File: config.mk
export PLATFORM = sky130hd
export DESIGN_NAME = simd_reg_file
export DESIGN_NICKNAME = d
export VERILOG_FILES = /design/src/rtl/simd_reg_file.sv
export SDC_FILE = /design/constraint.sdc
export NUM_CORES = 2
export LEC_CHECK = 0
export ABC_CLOCK_PERIOD_IN_PS = 4700
export CORE_MARGIN = 3
export CORE_UTILIZATION = 55
export DETAILED_ROUTE_END_ITERATION = 10
export PLACE_DENSITY = 0.77
export SLEW_MARGIN = 15
export SYNTH_ARGS = -nofsm -noshare
export SYNTH_HDL_FRONTEND = slang
export SYNTH_SLANG_ARGS = --single-unit
File: constraint.sdc
create_clock -name i_clk -period 4.7 [get_ports i_clk]
set_input_delay 0.94 -clock i_clk [delete_from_list [all_inputs] [get_ports i_clk]]
set_output_delay 0.94 -clock i_clk [all_outputs]
set_load 0.05 [all_outputs]
File: src/rtl/simd_reg_file.sv
// simd_reg_file: unified scalar/vector operand register file with per-lane write
// masking, optional write-to-read bypass, hardwired-zero scalar 0 and a
// reservation scoreboard that flags RAW hazards against long-latency writebacks.
module simd_reg_file #(
  parameter int unsigned regSize        = 16,
  parameter int unsigned vecRegQuantity = 8,
  parameter int unsigned scRegQuantity  = 16,
  parameter int unsigned selBits        = 5,
  parameter int unsigned vectorSize     = 4,
  parameter bit          BYPASS         = 1'b1
) (
  input  logic                          i_clk,
  input  logic                          i_reset,
  input  logic [selBits-1:0]            i_rsel1,
  input  logic [selBits-1:0]            i_rsel2,
  input  logic                          i_wr_en,
  input  logic [selBits-1:0]            i_wr_addr,
  input  logic [vectorSize-1:0]         i_wr_lane_mask,
  input  logic [vectorSize*regSize-1:0] i_data_in,
  input  logic                          i_rsv_en,
  input  logic [selBits-1:0]            i_rsv_addr,
  output logic [vectorSize*regSize-1:0] o_operand1,
  output logic [vectorSize*regSize-1:0] o_operand2,
  output logic                          o_hazard1,
  output logic                          o_hazard2,
  output logic [selBits:0]              o_pending_count
);

  localparam int unsigned IdxBits = selBits - 1;
  localparam int unsigned VecIdxW = (vecRegQuantity > 1) ? $clog2(vecRegQuantity) : 1;
  localparam int unsigned ScIdxW  = (scRegQuantity > 1) ? $clog2(scRegQuantity) : 1;
  localparam int unsigned DataW   = vectorSize * regSize;
  localparam int unsigned CntW    = selBits + 1;

  logic [regSize-1:0]        r_vec [vecRegQuantity][vectorSize];
  logic [regSize-1:0]        r_sc  [scRegQuantity];
  logic [vecRegQuantity-1:0] r_vec_busy;
  logic [scRegQuantity-1:0]  r_sc_busy;
  logic [CntW-1:0]           w_pending;

  // Scalar index 0 is hardwired to zero, so it never counts as a real target.
  function automatic logic sc_valid(input logic [selBits-1:0] a);
    return a[selBits-1] && (a[IdxBits-1:0] != '0) && (32'(a[IdxBits-1:0]) < scRegQuantity);
  endfunction

  function automatic logic vec_valid(input logic [selBits-1:0] a);
    return !a[selBits-1] && (32'(a[IdxBits-1:0]) < vecRegQuantity);
  endfunction

  function automatic logic fwd_hit(input logic [selBits-1:0] a);
    return BYPASS && i_wr_en && (i_wr_addr == a);
  endfunction

  // Read path: scalars broadcast, vectors per lane; forwarding merges masked lanes.
  function automatic logic [DataW-1:0] read_op(input logic [selBits-1:0] a);
    logic [DataW-1:0] res;
    logic             fwd;
    res = '0;
    fwd = fwd_hit(a);
    if (sc_valid(a)) begin
      for (int i = 0; i < vectorSize; i++) begin
        res[i*regSize +: regSize] = fwd ? i_data_in[regSize-1:0] : r_sc[a[ScIdxW-1:0]];
      end
    end else if (vec_valid(a)) begin
      for (int i = 0; i < vectorSize; i++) begin
        res[i*regSize +: regSize] = (fwd && i_wr_lane_mask[i]) ? i_data_in[i*regSize +: regSize]
                                                               : r_vec[a[VecIdxW-1:0]][i];
      end
    end
    return res;
  endfunction

  function automatic logic busy_of(input logic [selBits-1:0] a);
    if (sc_valid(a)) return r_sc_busy[a[ScIdxW-1:0]];
    if (vec_valid(a)) return r_vec_busy[a[VecIdxW-1:0]];
    return 1'b0;
  endfunction

  // Combinational read ports and hazard flags.
  always_comb begin
    o_operand1 = read_op(i_rsel1);
    o_operand2 = read_op(i_rsel2);
    o_hazard1  = busy_of(i_rsel1) & ~fwd_hit(i_rsel1);
    o_hazard2  = busy_of(i_rsel2) & ~fwd_hit(i_rsel2);
  end

  // Popcount of all busy bits.
  always_comb begin
    w_pending = '0;
    for (int i = 0; i < vecRegQuantity; i++) w_pending = w_pending + CntW'(r_vec_busy[i]);
    for (int i = 0; i < scRegQuantity; i++) w_pending = w_pending + CntW'(r_sc_busy[i]);
  end

  assign o_pending_count = w_pending;

  // Register writes and scoreboard updates; reservation is assigned last so it wins.
  always_ff @(posedge i_clk) begin
    if (i_reset) begin
      for (int v = 0; v < vecRegQuantity; v++) begin
        for (int l = 0; l < vectorSize; l++) r_vec[v][l] <= '0;
      end
      for (int s = 0; s < scRegQuantity; s++) r_sc[s] <= '0;
      r_vec_busy <= '0;
      r_sc_busy  <= '0;
    end else begin
      if (i_wr_en && sc_valid(i_wr_addr)) begin
        r_sc[i_wr_addr[ScIdxW-1:0]]      <= i_data_in[regSize-1:0];
        r_sc_busy[i_wr_addr[ScIdxW-1:0]] <= 1'b0;
      end
      if (i_wr_en && vec_valid(i_wr_addr)) begin
        for (int l = 0; l < vectorSize; l++) begin
          if (i_wr_lane_mask[l]) r_vec[i_wr_addr[VecIdxW-1:0]][l] <= i_data_in[l*regSize +: regSize];
        end
        r_vec_busy[i_wr_addr[VecIdxW-1:0]] <= 1'b0;
      end
      if (i_rsv_en && sc_valid(i_rsv_addr)) r_sc_busy[i_rsv_addr[ScIdxW-1:0]] <= 1'b1;
      if (i_rsv_en && vec_valid(i_rsv_addr)) r_vec_busy[i_rsv_addr[VecIdxW-1:0]] <= 1'b1;
    end
  end

endmodule

==> metrics.cfg <==
[status]
outcome = complete, but fails checks
violations = setup timing

[timing]
rsz0062_at_grt = true
slew_violations = 0
final-setup-viol-count = 16
clock_skew_ns = 0
hold_viol = 0
finalCritPeriodShare = 1.186
finalCriticalPeriod_ns = 5.575
setup_tns_ns = -4.147
worst_pin_slew_ns = 1.164
fin_ws_ns = -0.8750
max_clock_freq_mhz = 179.4
slew_headroom = 0.2217

[logic_synthesis]
synth_ff_type = edfxtp_1
synth.largest_area_cell = edfxtp_1
synth_compound_area_frac = 0.03915
synth_area_mm2 = 0.04484
async_flop_share = 0
synth_seq_cells = 792
yosys_warnings = 0
synth_fa_ha_area_frac = 0.009263
syn_inst = 3020
synth_top_family_by_area = multiplexers
muxShareOfSynthArea = 0.2633
yosysUniqueCellTypes = 55
synth_xor_area_frac = 0.002344
synth_area_per_cell_um2 = 14.85
seq_area_frac_synth = 0.5250
synth_edf_count = 768
synthSimpleGateAreaFrac = 0.1315
yosysTopAreaCellShare = 0.5143
synth_area_leaders = edfxtp_1 51%, mux4_2 21%, and2_1 11%

[layout]
final_util = 0.6609
final_cell_mix = 768 x edfxtp_1, 757 x and2_1, 425 x mux4_2
final_common_cell = edfxtp_1
stdcell_count = 4462
drive_above_1_share = 0.3283
fin_nets = 3435
post-route-cell-area_mm2 = 0.05332
area_growth_pct = 18.90

[clock_tree]
clkSinkCount = 792
clock_latency_ns = 0.63
postCtsHoldBufs = 0
clk_path_buf_depth = 3
cts_buffers = 84
root_buffer = clkbuf_16
htreeDepth = 3
cts_tree = yes
clkTransAtPathRegs_ns = 0.06

[place]
dp_slack_ns = -0.2508
place.gp.congestion = 0.9848
hpwl_um = 102200
placed_area_mm2 = 0.05052
io_buffers = 226
dp_cells = 4290

[pwr]
power.leakage_nw = 19.18
power.density_mw_per_mm2 = 351.1
ir_worst_vdd_mv = 0.3098

[route]
wl_per_cell_um = 34.40
viasPerCell = 7.030
vias = 31370
ant_nets = 0
drt_iter0_drc = 5268
drc_errors = 0
wirelength_um = 153500
firstDrtPassIters = 8

[grt]
grt_pass1_wl_um = 219700
grt_use_total = 0.3597
antenna_found_initial = 21
grt_max_degree = 73
grt_pass1_vias = 31540
overflow = 0

[worst_setup_path]
critical_path_class = reg -> out
worstPathArrival_ns = 4.63
cp-startpoint = r_sc_busy[7]$_SDFF_PP0_
setup.worst_path.end_class = primary output
reg2reg_depth = 3
crit_fanout = 2
startpoint_type = flip-flop
worstPathRequired_ns = 3.76
timing.rr.start = r_sc_busy[1]$_SDFF_PP0_

[floorplan]
die_height_um = 291.5
initial_core_util = 0.5558
dieArea_mm2 = 0.08500
coreArea_mm2 = 0.08068
die_w_um = 291.5
row_count = 104
ios = 228

[worst_hold_path]
min_from = r_sc_busy[9]$_SDFF_PP0_
hold_path_class = reg -> reg
holdPathStages = 2

[flow_run]
maxCapViolations = 0

[registers in the layout, summed over array words and instances, names as in the netlist]
name / flops
r_sc: 256
r_vec: 512
r_sc_busy: 16
r_vec_busy: 8
[power breakdown]
group | internal, mW | switching (mW)
sequential | 8.11 | 0.194
clock | 3.77 | 2.85
combinational | 1.61 | 2.18
total | 13.5 | 5.23
[path summary, 6_finish.rpt]
kind	slack (ns)	endpoint
setup / recovery	-0.87	o_pending_count[1]
hold / removal	0.52	r_sc_busy[9]$_SDFF_PP0_
setup reg to reg	3.80	r_sc_busy[1]$_SDFF_PP0_
hold reg to reg	0.52	r_sc_busy[9]$_SDFF_PP0_
[metrics by stage]
stage	power (mW)	hold WS, ns
floorplan	10.41	0.4515
global route	19.11	0.5492
CTS	18.62	0.5196
finish	18.72	0.5196
global placement	12.05	0.5164
detailed placement	12.13	0.5207
[timing repair]
action | CTS | global route
pin swaps | 4 | 13
gates resized for setup | 6 | 18
endpoints found under the setup margin | 9 | 16
buffers inserted | 0 | 4
[synthesized netlist by cell type, drive strengths merged, types with 2 or more instances]
| library cell | instances |
|---|---|
| edfxtp | 768 |
| and2 | 757 |
| mux4 | 425 |
| clkbuf | 162 |
| o21ai | 111 |
| mux2 | 108 |
| nor2 | 107 |
| buf | 105 |
| mux2i | 102 |
| inv | 46 |
| a21oi | 37 |
| or2 | 34 |
| o211a | 33 |
| a221o | 30 |
| dfxtp | 24 |
| nand2 | 22 |
| fa | 17 |
| nand2b | 17 |
| nand3 | 14 |
| xnor2 | 12 |
| a21o | 10 |
| nor3 | 9 |
| a22oi | 7 |
| ha | 6 |
| and3 | 5 |
| nand3b | 5 |
| o32ai | 5 |
| a221oi | 4 |
| nor2b | 4 |
| o31ai | 4 |
| and4 | 3 |
| nor3b | 3 |
| o22ai | 3 |
| a32oi | 2 |
| and3b | 2 |
| nand4 | 2 |
| nor4 | 2 |
| o21bai | 2 |
| o41a | 2 |
| or3 | 2 |
[cells by family (layout without fill, tap and decap cells)]
family | count (synthesis) | count (layout)
compound gates | 253 | 253
flops | 792 | 792
buf+inv | 313 | 661
other cells | 1 | 35
mux | 635 | 635
simple gates | 991 | 991
xor+xnor | 12 | 12
fa+ha+maj | 23 | 23
[final cells by class]
type,instances,area (um2)
fillers,5537,27360
flip-flops and latches,792,23550
multi-input cells,1931,20170
repair buffers,465,5376
clock buffers,106,2290
well taps,1060,1326
clock inverters,44,380.4
inverters,46,177.7
diodes,18,45.04
[worst max-delay path, stage by stage (launching register included)]
cell and delay [ns]:
dfxtp_2 0.33, inv_2 0.04, fa_1 0.56, fa_2 0.46, fa_1 0.54, fa_1 0.45
fa_1 0.50, inv_2 0.08, ha_4 0.13, inv_2 0.03, fa_2 0.55, clkinvlp_4 0.13
buf_12 0.17
[metal layers]
| metal | routed length (um) | track usage | part of all wire | up-vias |
|---|---|---|---|---|
| li1 | - | - | - | 12230 |
| met1 | 52030 | 0.4725 | 0.34 | 15760 |
| met2 | 68480 | 0.5326 | 0.45 | 2789 |
| met3 | 22480 | 0.1158 | 0.15 | 586 |
| met4 | 10470 | 0.2075 | 0.068 | 8 |
| met5 | 48 | 0.002772 | 0.00031 | - |
Note: power is estimated with default switching activity, not from simulation.
